<file path="src/rtl/serial_sub_ctrl.sv">
// ---------------------------------------------------------------------------
// serial_sub_ctrl
//
// Bit-serial subtractor controller. A single one-bit full-subtractor cell is
// stepped over the operands LSB first, one bit per clock, and produces
// diff = a - b - bin (mod 2^WIDTH), the final borrow and the signed overflow.
// The design uses one cell and some shift registers in place of a WIDTH-bit
// ripple subtractor, so each result takes WIDTH+1 cycles to appear.
//
// Ports:
//    clk    in   rising-edge clock
//    rst_n  in   asynchronous active-low reset
//    start  in   operation request, sampled only while idle
//    a      in   [WIDTH] minuend, captured on the accepting edge
//    b      in   [WIDTH] subtrahend, captured on the accepting edge
//    bin    in   initial borrow-in, captured on the accepting edge
//    busy   out  high while an operation is running or finishing (RUN/DONE)
//    done   out  one-cycle pulse; diff/bout/ovf are valid from this cycle on
//    diff   out  [WIDTH] registered difference, held until the next result
//    bout   out  final borrow-out (1 = unsigned a < b + bin)
//    ovf    out  two's-complement overflow of a - b - bin
//
// Timing: start accepted at edge E0 -> WIDTH RUN edges (E0+1 .. E0+WIDTH)
// -> done high in the cycle after E0+WIDTH -> back to IDLE at E0+WIDTH+1.
// With start held high the next operation is accepted at E0+WIDTH+2.
// ---------------------------------------------------------------------------
module serial_sub_ctrl #(
   parameter int WIDTH = 8
) (
   input  logic             clk,
   input  logic             rst_n,
   input  logic             start,
   input  logic [WIDTH-1:0] a,
   input  logic [WIDTH-1:0] b,
   input  logic             bin,
   output logic             busy,
   output logic             done,
   output logic [WIDTH-1:0] diff,
   output logic             bout,
   output logic             ovf
);

   // Bit counter must be able to hold WIDTH-1; keep it at least one bit wide
   // so WIDTH=1 still elaborates cleanly.
   localparam int CW = (WIDTH > 1) ? $clog2(WIDTH) : 1;
   localparam logic [CW-1:0] LAST_BIT = CW'(WIDTH - 1);

   localparam logic [1:0] ST_IDLE = 2'd0;
   localparam logic [1:0] ST_RUN  = 2'd1;
   localparam logic [1:0] ST_DONE = 2'd2;

   // ------------------------------------------------------------------------
   // State and datapath registers
   // ------------------------------------------------------------------------
   logic [1:0]       state_reg, state_next;
   logic [WIDTH-1:0] sa_reg,    sa_next;     // minuend shift register
   logic [WIDTH-1:0] sb_reg,    sb_next;     // subtrahend shift register
   logic [WIDTH-1:0] sd_reg,    sd_next;     // partial difference, fills from MSB
   logic             br_reg,    br_next;     // running borrow between bit slices
   logic [CW-1:0]    cnt_reg,   cnt_next;    // index of the bit being processed
   logic             a_msb_reg, a_msb_next;  // operand sign bits for overflow
   logic             b_msb_reg, b_msb_next;
   logic [WIDTH-1:0] diff_reg,  diff_next;
   logic             bout_reg,  bout_next;
   logic             ovf_reg,   ovf_next;

   // ------------------------------------------------------------------------
   // The single full-subtractor cell, always looking at the current LSBs
   // ------------------------------------------------------------------------
   logic cell_x;
   logic cell_y;
   logic cell_d;
   logic cell_bo;

   assign cell_x  = sa_reg[0];
   assign cell_y  = sb_reg[0];
   assign cell_d  = cell_x ^ cell_y ^ br_reg;
   assign cell_bo = (~cell_x & cell_y) | (~(cell_x ^ cell_y) & br_reg);

   // Partial difference after inserting the new bit at the MSB end. After
   // WIDTH insertions the first (LSB) result bit has reached position 0.
   logic [WIDTH-1:0] sd_shift;

   generate
      if (WIDTH == 1) begin : g_sd_one
         assign sd_shift = cell_d;
      end else begin : g_sd_many
         assign sd_shift = {cell_d, sd_reg[WIDTH-1:1]};
      end
   endgenerate

   logic last_bit;
   logic ovf_calc;

   assign last_bit = (cnt_reg == LAST_BIT);

   // Subtraction overflows only when the operand signs differ and the
   // result sign disagrees with the minuend. On the last bit cell_d is the
   // result MSB. A borrow-in cannot cause overflow when the signs match,
   // because a - b then lies strictly inside the signed range.
   assign ovf_calc = (a_msb_reg != b_msb_reg) && (cell_d != a_msb_reg);

   // ------------------------------------------------------------------------
   // Next-state logic
   // ------------------------------------------------------------------------
   always_comb begin
      state_next = state_reg;
      sa_next    = sa_reg;
      sb_next    = sb_reg;
      sd_next    = sd_reg;
      br_next    = br_reg;
      cnt_next   = cnt_reg;
      a_msb_next = a_msb_reg;
      b_msb_next = b_msb_reg;
      diff_next  = diff_reg;
      bout_next  = bout_reg;
      ovf_next   = ovf_reg;

      case (state_reg)
         ST_IDLE: begin
            if (start) begin
               state_next = ST_RUN;
               sa_next    = a;
               sb_next    = b;
               br_next    = bin;
               cnt_next   = '0;
               sd_next    = '0;
               a_msb_next = a[WIDTH-1];
               b_msb_next = b[WIDTH-1];
            end
         end

         ST_RUN: begin
            sa_next  = sa_reg >> 1;
            sb_next  = sb_reg >> 1;
            sd_next  = sd_shift;
            br_next  = cell_bo;
            cnt_next = cnt_reg + CW'(1);
            if (last_bit) begin
               // The published outputs change only on this edge, so the
               // previous result stays visible through IDLE and most of RUN.
               state_next = ST_DONE;
               diff_next  = sd_shift;
               bout_next  = cell_bo;
               ovf_next   = ovf_calc;
            end
         end

         ST_DONE: begin
            // start is ignored here; a held request is taken in IDLE.
            state_next = ST_IDLE;
         end

         default: begin
            state_next = ST_IDLE;
         end
      endcase
   end

   // ------------------------------------------------------------------------
   // Registers (asynchronous reset aborts any operation in flight)
   // ------------------------------------------------------------------------
   always_ff @(posedge clk or negedge rst_n) begin
      if (!rst_n) begin
         state_reg <= ST_IDLE;
         sa_reg    <= '0;
         sb_reg    <= '0;
         sd_reg    <= '0;
         br_reg    <= 1'b0;
         cnt_reg   <= '0;
         a_msb_reg <= 1'b0;
         b_msb_reg <= 1'b0;
         diff_reg  <= '0;
         bout_reg  <= 1'b0;
         ovf_reg   <= 1'b0;
      end else begin
         state_reg <= state_next;
         sa_reg    <= sa_next;
         sb_reg    <= sb_next;
         sd_reg    <= sd_next;
         br_reg    <= br_next;
         cnt_reg   <= cnt_next;
         a_msb_reg <= a_msb_next;
         b_msb_reg <= b_msb_next;
         diff_reg  <= diff_next;
         bout_reg  <= bout_next;
         ovf_reg   <= ovf_next;
      end
   end

   // ------------------------------------------------------------------------
   // Outputs
   // ------------------------------------------------------------------------
   assign busy = (state_reg != ST_IDLE);
   assign done = (state_reg == ST_DONE);
   assign diff = diff_reg;
   assign bout = bout_reg;
   assign ovf  = ovf_reg;

endmodule

</file>
<file path="config.mk">
export PLATFORM = sky130hd
export DESIGN_NAME = serial_sub_ctrl
export DESIGN_NICKNAME = d
export VERILOG_FILES = /design/src/rtl/serial_sub_ctrl.sv
export SDC_FILE = /design/constraint.sdc
export NUM_CORES = 1
export LEC_CHECK = 0
export BUFFER_PORTS_ARGS = -buffer_cell sky130_fd_sc_hd__buf_2
export CAP_MARGIN = 40
export CORE_MARGIN = 2
export CORE_UTILIZATION = 59
export DETAILED_ROUTE_END_ITERATION = 8
export HOLD_SLACK_MARGIN = 0.12
export PLACE_DENSITY_LB_ADDON = 0.05
export SLEW_MARGIN = 0
export SYNTH_ARGS = -nofsm -noshare
export SYNTH_HDL_FRONTEND = slang
export SYNTH_SLANG_ARGS = --single-unit
</file>
<file path="constraint.sdc">
create_clock -name clk -period 3.07 [get_ports clk]
set_clock_uncertainty 0.2 [all_clocks]
set_input_delay 0.4605 -clock clk [delete_from_list [all_inputs] [get_ports clk]]
set_output_delay 0.4605 -clock clk [all_outputs]
set_load 0.05 [all_outputs]
</file>
Word level (Yosys, flattened, before mapping)
Cells that the tools add are included.

Bits in registers: 42. Output and inout port bits: 12. Bits of input ports: 20. Logic and storage cells: 47.

Equality and inequality tests: 7. Muxes and demuxes: 13. Add/subtract/negate cells: 1. Bitwise logic cells: 7. Reduce and logical (&&, ||, !) cells: 8.

Operators by type and width (number): $pmux W8 S2 (3); $mux W8 (3); $reduce_and A2 Y1 (4); $pmux W3 S2 (1); $mux W2 (2); $ne A2 B2 Y1 const B (2); $pmux W2 S2 (1); $reduce_bool A2 Y1 (2); $add A3 B1 Y3 const B (1); $eq A3 B3 Y1 const B (1); $mux W3 (1); $and A1 B1 Y1 (2); $eq A2 B1 Y1 const B (1); $eq A2 B2 Y1 const B (1); $logic_not A2 Y1 (1); $ne A1 B1 Y1 (2); $not A1 Y1 (2); $pmux W1 S2 (1); $xor A1 B1 Y1 (2); $logic_and A1 B1 Y1 (1); $mux W1 (1); $or A1 B1 Y1 (1).

Logic depth before layout (Yosys ltp)
Depth after elaboration: 5. Gate-level depth with buffers: 6. Gate-level depth less buffers: 5.

Least setup slack after synthesis
OpenSTA, ideal clock, no wires.

Path kind: register to output. Start point: register state_reg[1]. End point: output port done. Data arrival time: 1400 ps. Setup slack: 1010 ps. Stages on the path, launching flop included: 3. Path buffers: 1. Required time: 2409 ps. Cell sequence: dfrtp_1 > clkbuf_1 > nor2b_1.

Word-level cells in the longest chain between the ends: 1.

Ends and longest elaborated chain: start, declared (RTL line 55) `logic [1:0] state_reg, state_next;`; start signal, assigned (RTL line 177) `state_reg <= state_next;`; $eq A2 B2 Y1 (RTL line 195) `assign done = (state_reg == ST_DONE);`; end, declared (RTL line 37) `output logic done,`.

Every way passes these cells.

Final worst setup path
Start point: register state_reg[0]. End point: output port busy.

Word-level cells in the longest chain between the ends: 1.

Ends and longest elaborated chain: $reduce_bool A2 Y1 (RTL line 194) `assign busy = (state_reg != ST_IDLE);`; end, declared (RTL line 36) `output logic busy,`.

Every way passes these cells.

==> results.json <==
{
  "ys_warn_count": 0,
  "hold_viol_final": 0,
  "cp-end-kind": "output pin",
  "drt-pass1-iter-count": 5,
  "p_clk_frac": 0.162,
  "p_sw_frac": 0.409,
  "whs_path_depth": 2,
  "worstHoldStart": "a[7]",
  "synthTopCellsByCount": "41 x dfrtp_1, 20 x o21ai_0, 17 x nor2b_1",
  "synth.largest_area_cell": "dfrtp_1",
  "overflow": 0,
  "num_vias": 1366,
  "place.detailed.hpwl_um": 2510,
  "dieWidth_um": 59.9,
  "grt_use_total": 0.230,
  "clock_path_buffers": 2,
  "seq_area_frac_synth": 0.557,
  "yosys.area_share.simple": 0.0978,
  "drt_iter0_drc": 57,
  "avgViaCountPerCell": 5.99,
  "synthMostInstantiatedCell": "dfrtp_1",
  "synthArstFlopShare": 1.00,
  "synth_mux_area_frac": 0.0666,
  "maxCapViolCount": 0,
  "total_power_w": 0.00222,
  "clock-sinks": 41,
  "dieArea_um2": 3580,
  "setup_viol": 0,
  "worst_pin_slew_ns": 0.772,
  "hold_path_class": "in -> reg",
  "seqCellArea_um2": 1030,
  "finalCritPeriodShare": 0.760,
  "synth_top_area_share": 0.557,
  "port_buffers": 31,
  "synth_edf_count": 0,
  "rr_worst_depth": 3,
  "synthAdderAreaFrac": 0.0245,
  "grt_pass1_wl_um": 5980,
  "synth_cell_types": 24,
  "r2r_slack_ns": 0.94,
  "synth_area_leaders": "dfrtp_1 56%, nor2b_1 5.8%, a22oi_1 5.7%",
  "synthFlopType": "dfrtp_1",
  "slew_headroom": 0.485,
  "power.leakage_nw": 1.01,
  "gp_congestion": 0.749,
  "row_count": 20,
  "initial_utilization": 0.613,
  "top_level_ports": 32,
  "arrival_ns": 1.67,
  "multi_input_area_um2": 749,
  "synth_top_family_by_area": "compound AO/OA/AOI/OAI gates",
  "p_int_w": 0.00131,
  "antenna_found_initial": 0,
  "grt_max_degree": 26,
  "synth-compound-area-share": 0.218,
  "htree_levels": 2,
  "whs_endpoint": "a_msb_reg$_DFFE_PN0P_",
  "pwr-share-comb": 0.406,
  "cts_root_buf": "clkbuf_4",
  "cts_tree": "built",
  "syn_nets": 186,
  "avgRoutedWirePerCell_um": 16.0,
  "postSynthAreaPerCell_um2": 11.3,
  "ant_nets": 0,
  "die_h_um": 59.9,
  "critPathLaunchType": "flip-flop",
  "fin_nets": 217,
  "syn_area_um2": 1840,
  "cp_data_required_time_ns": 2.41,
  "seq_power_share": 0.432,
  "clock.fmax_mhz": 428,
  "status": "completed",
  "drc": 0,
  "worstSetupPathType": "reg -> out",
  "powerDensity_nw_per_um2": 1050,
  "totalWireLength_um": 3650,
  "grt_pass1_vias": 1256,
  "area_delta_synth_final_pct": 15.3,
  "layout-drive-gt1-share": 0.256,
  "switching_power_w": 0.000909,
  "fin_crit_ns": 2.33,
  "r2r-start": "state_reg[0]$_DFFE_PN0P_",
  "numCtsBuffers": 5,
  "fillCellCount": 241,
  "clk_latency_ns": 0.37,
  "rsz0062_at_grt": "no",
  "slew_viol_final": 0,
  "core-area_um2": 3000,
  "synthCells": 163,
  "ys_ff_latch": 41,
  "post_cts_resized": 0,
  "clk_pin_slew_worst_paths_ns": 0.13,
  "post-route-util": 0.707,
  "vdd_drop_max_v": 0.000616,
  "worstPathMaxFanout": 25,
  "n_antenna_cell": 0,
  "r2r_end": "sa_reg[1]$_DFFE_PN0P_",
  "synth_xor_area_frac": 0,
  "setup-tns-final_ns": 0
}
==> critical path, cell delays in order (launching register included) <==
cell and delay, ns:
dfrtp_1 0.83, or2_2 0.22, buf_2 0.25
==> stage by stage <==
step / instances / hold WS, ns / worst slack [ns] / cell area [um^2]
2_1_floorplan: 163 / -0.0351 / 1.01 / 1840
3_3_place_gp: 218 / 0.261 / 1.04 / 2000
3_5_place_dp: 219 / 0.231 / 0.989 / 2030
4_1_cts: 228 / 0.145 / 0.740 / 2120
5_1_grt: 228 / 0.145 / 0.650 / 2120
6_report: 228 / 0.163 / 0.736 / 2120
==> power by group through the flow <==
stage          Sequential (W)  Combinational (W)  Clock (W)
2_1_floorplan         0.00110           0.000539          0
3_3_place_gp         0.000955           0.000865          0
3_5_place_dp         0.000973           0.000903          0
4_1_cts              0.000959           0.000912   0.000368
5_1_grt              0.000995           0.000988   0.000391
6_report             0.000960           0.000901   0.000360
==> kinds of logic after synthesis <==
logic type	Yosys count
multiplexers	11
adder cells (fa/ha/maj)	3
flip-flops	41
AO/OA/AOI/OAI	63
AND/OR/NAND/NOR	30
buffers and inverters	15
==> how the worst max path moves through the flow <==
stage                       endpoint                     start  cells past startpoint  slack, ns
2_1_floorplan                   done  state_reg[1]$_DFFE_PN0P_                      2       1.01
3_3_place_gp   sb_reg[6]$_DFFE_PN0P_  state_reg[0]$_DFFE_PN0P_                      3       1.04
3_5_place_dp   sa_reg[1]$_DFFE_PN0P_  state_reg[0]$_DFFE_PN0P_                      3       0.99
4_1_cts                         busy  state_reg[0]$_DFFE_PN0P_                      2       0.74
5_1_grt                         busy  state_reg[0]$_DFFE_PN0P_                      2       0.65
6_report                        busy  state_reg[0]$_DFFE_PN0P_                      2       0.74
==> metal layers <==
metal  wire [um]  track usage
met3         144       0.0584
met4          78       0.0984
met1        1670        0.326
met5           0            0
met2        1750        0.337
==> cell type report <==
type | count | area share
Clock inverter | 3 | 0.0218
Clock buffer | 5 | 0.0177
Tap cell | 33 | 0.0194
Inverter | 4 | 0.00707
Timing Repair Buffer | 35 | 0.0978
Sequential cell | 41 | 0.483
Multi-Input combinational cell | 107 | 0.353
==> layout by cell type, fill, tap and decap left out <==
master,Yosys,final
a22oi_1,14,14
mux2_2,5,5
nor2_1,2,2
fa_1,1,1
or2_2,1,1
clkbuf_4,0,5
and3b_1,1,1
o21ai_0,20,20
a21oi_1,16,16
mux2_1,5,5
nor2b_1,17,17
buf_4,1,2
buf_16,0,1
buf_2,5,31
clkinvlp_4,0,1
dlygate4sd3_1,0,1
a2bb2oi_1,3,3
ha_1,2,2
nand3b_2,1,1
inv_1,4,4
and2b_1,2,2
mux2i_1,1,1
nand2_1,5,5
dfrtp_1,41,41
o21bai_2,1,1
clkinv_4,0,1
nand2b_1,1,1
bufinv_16,0,1
a22o_1,9,9
==> repair_timing <==
action,in CTS,in global routing
hold buffers,1,0
buffers inserted,0,0
hold endpoints to repair,18,0
No activity file was read; power rests on OpenSTA's default activity.
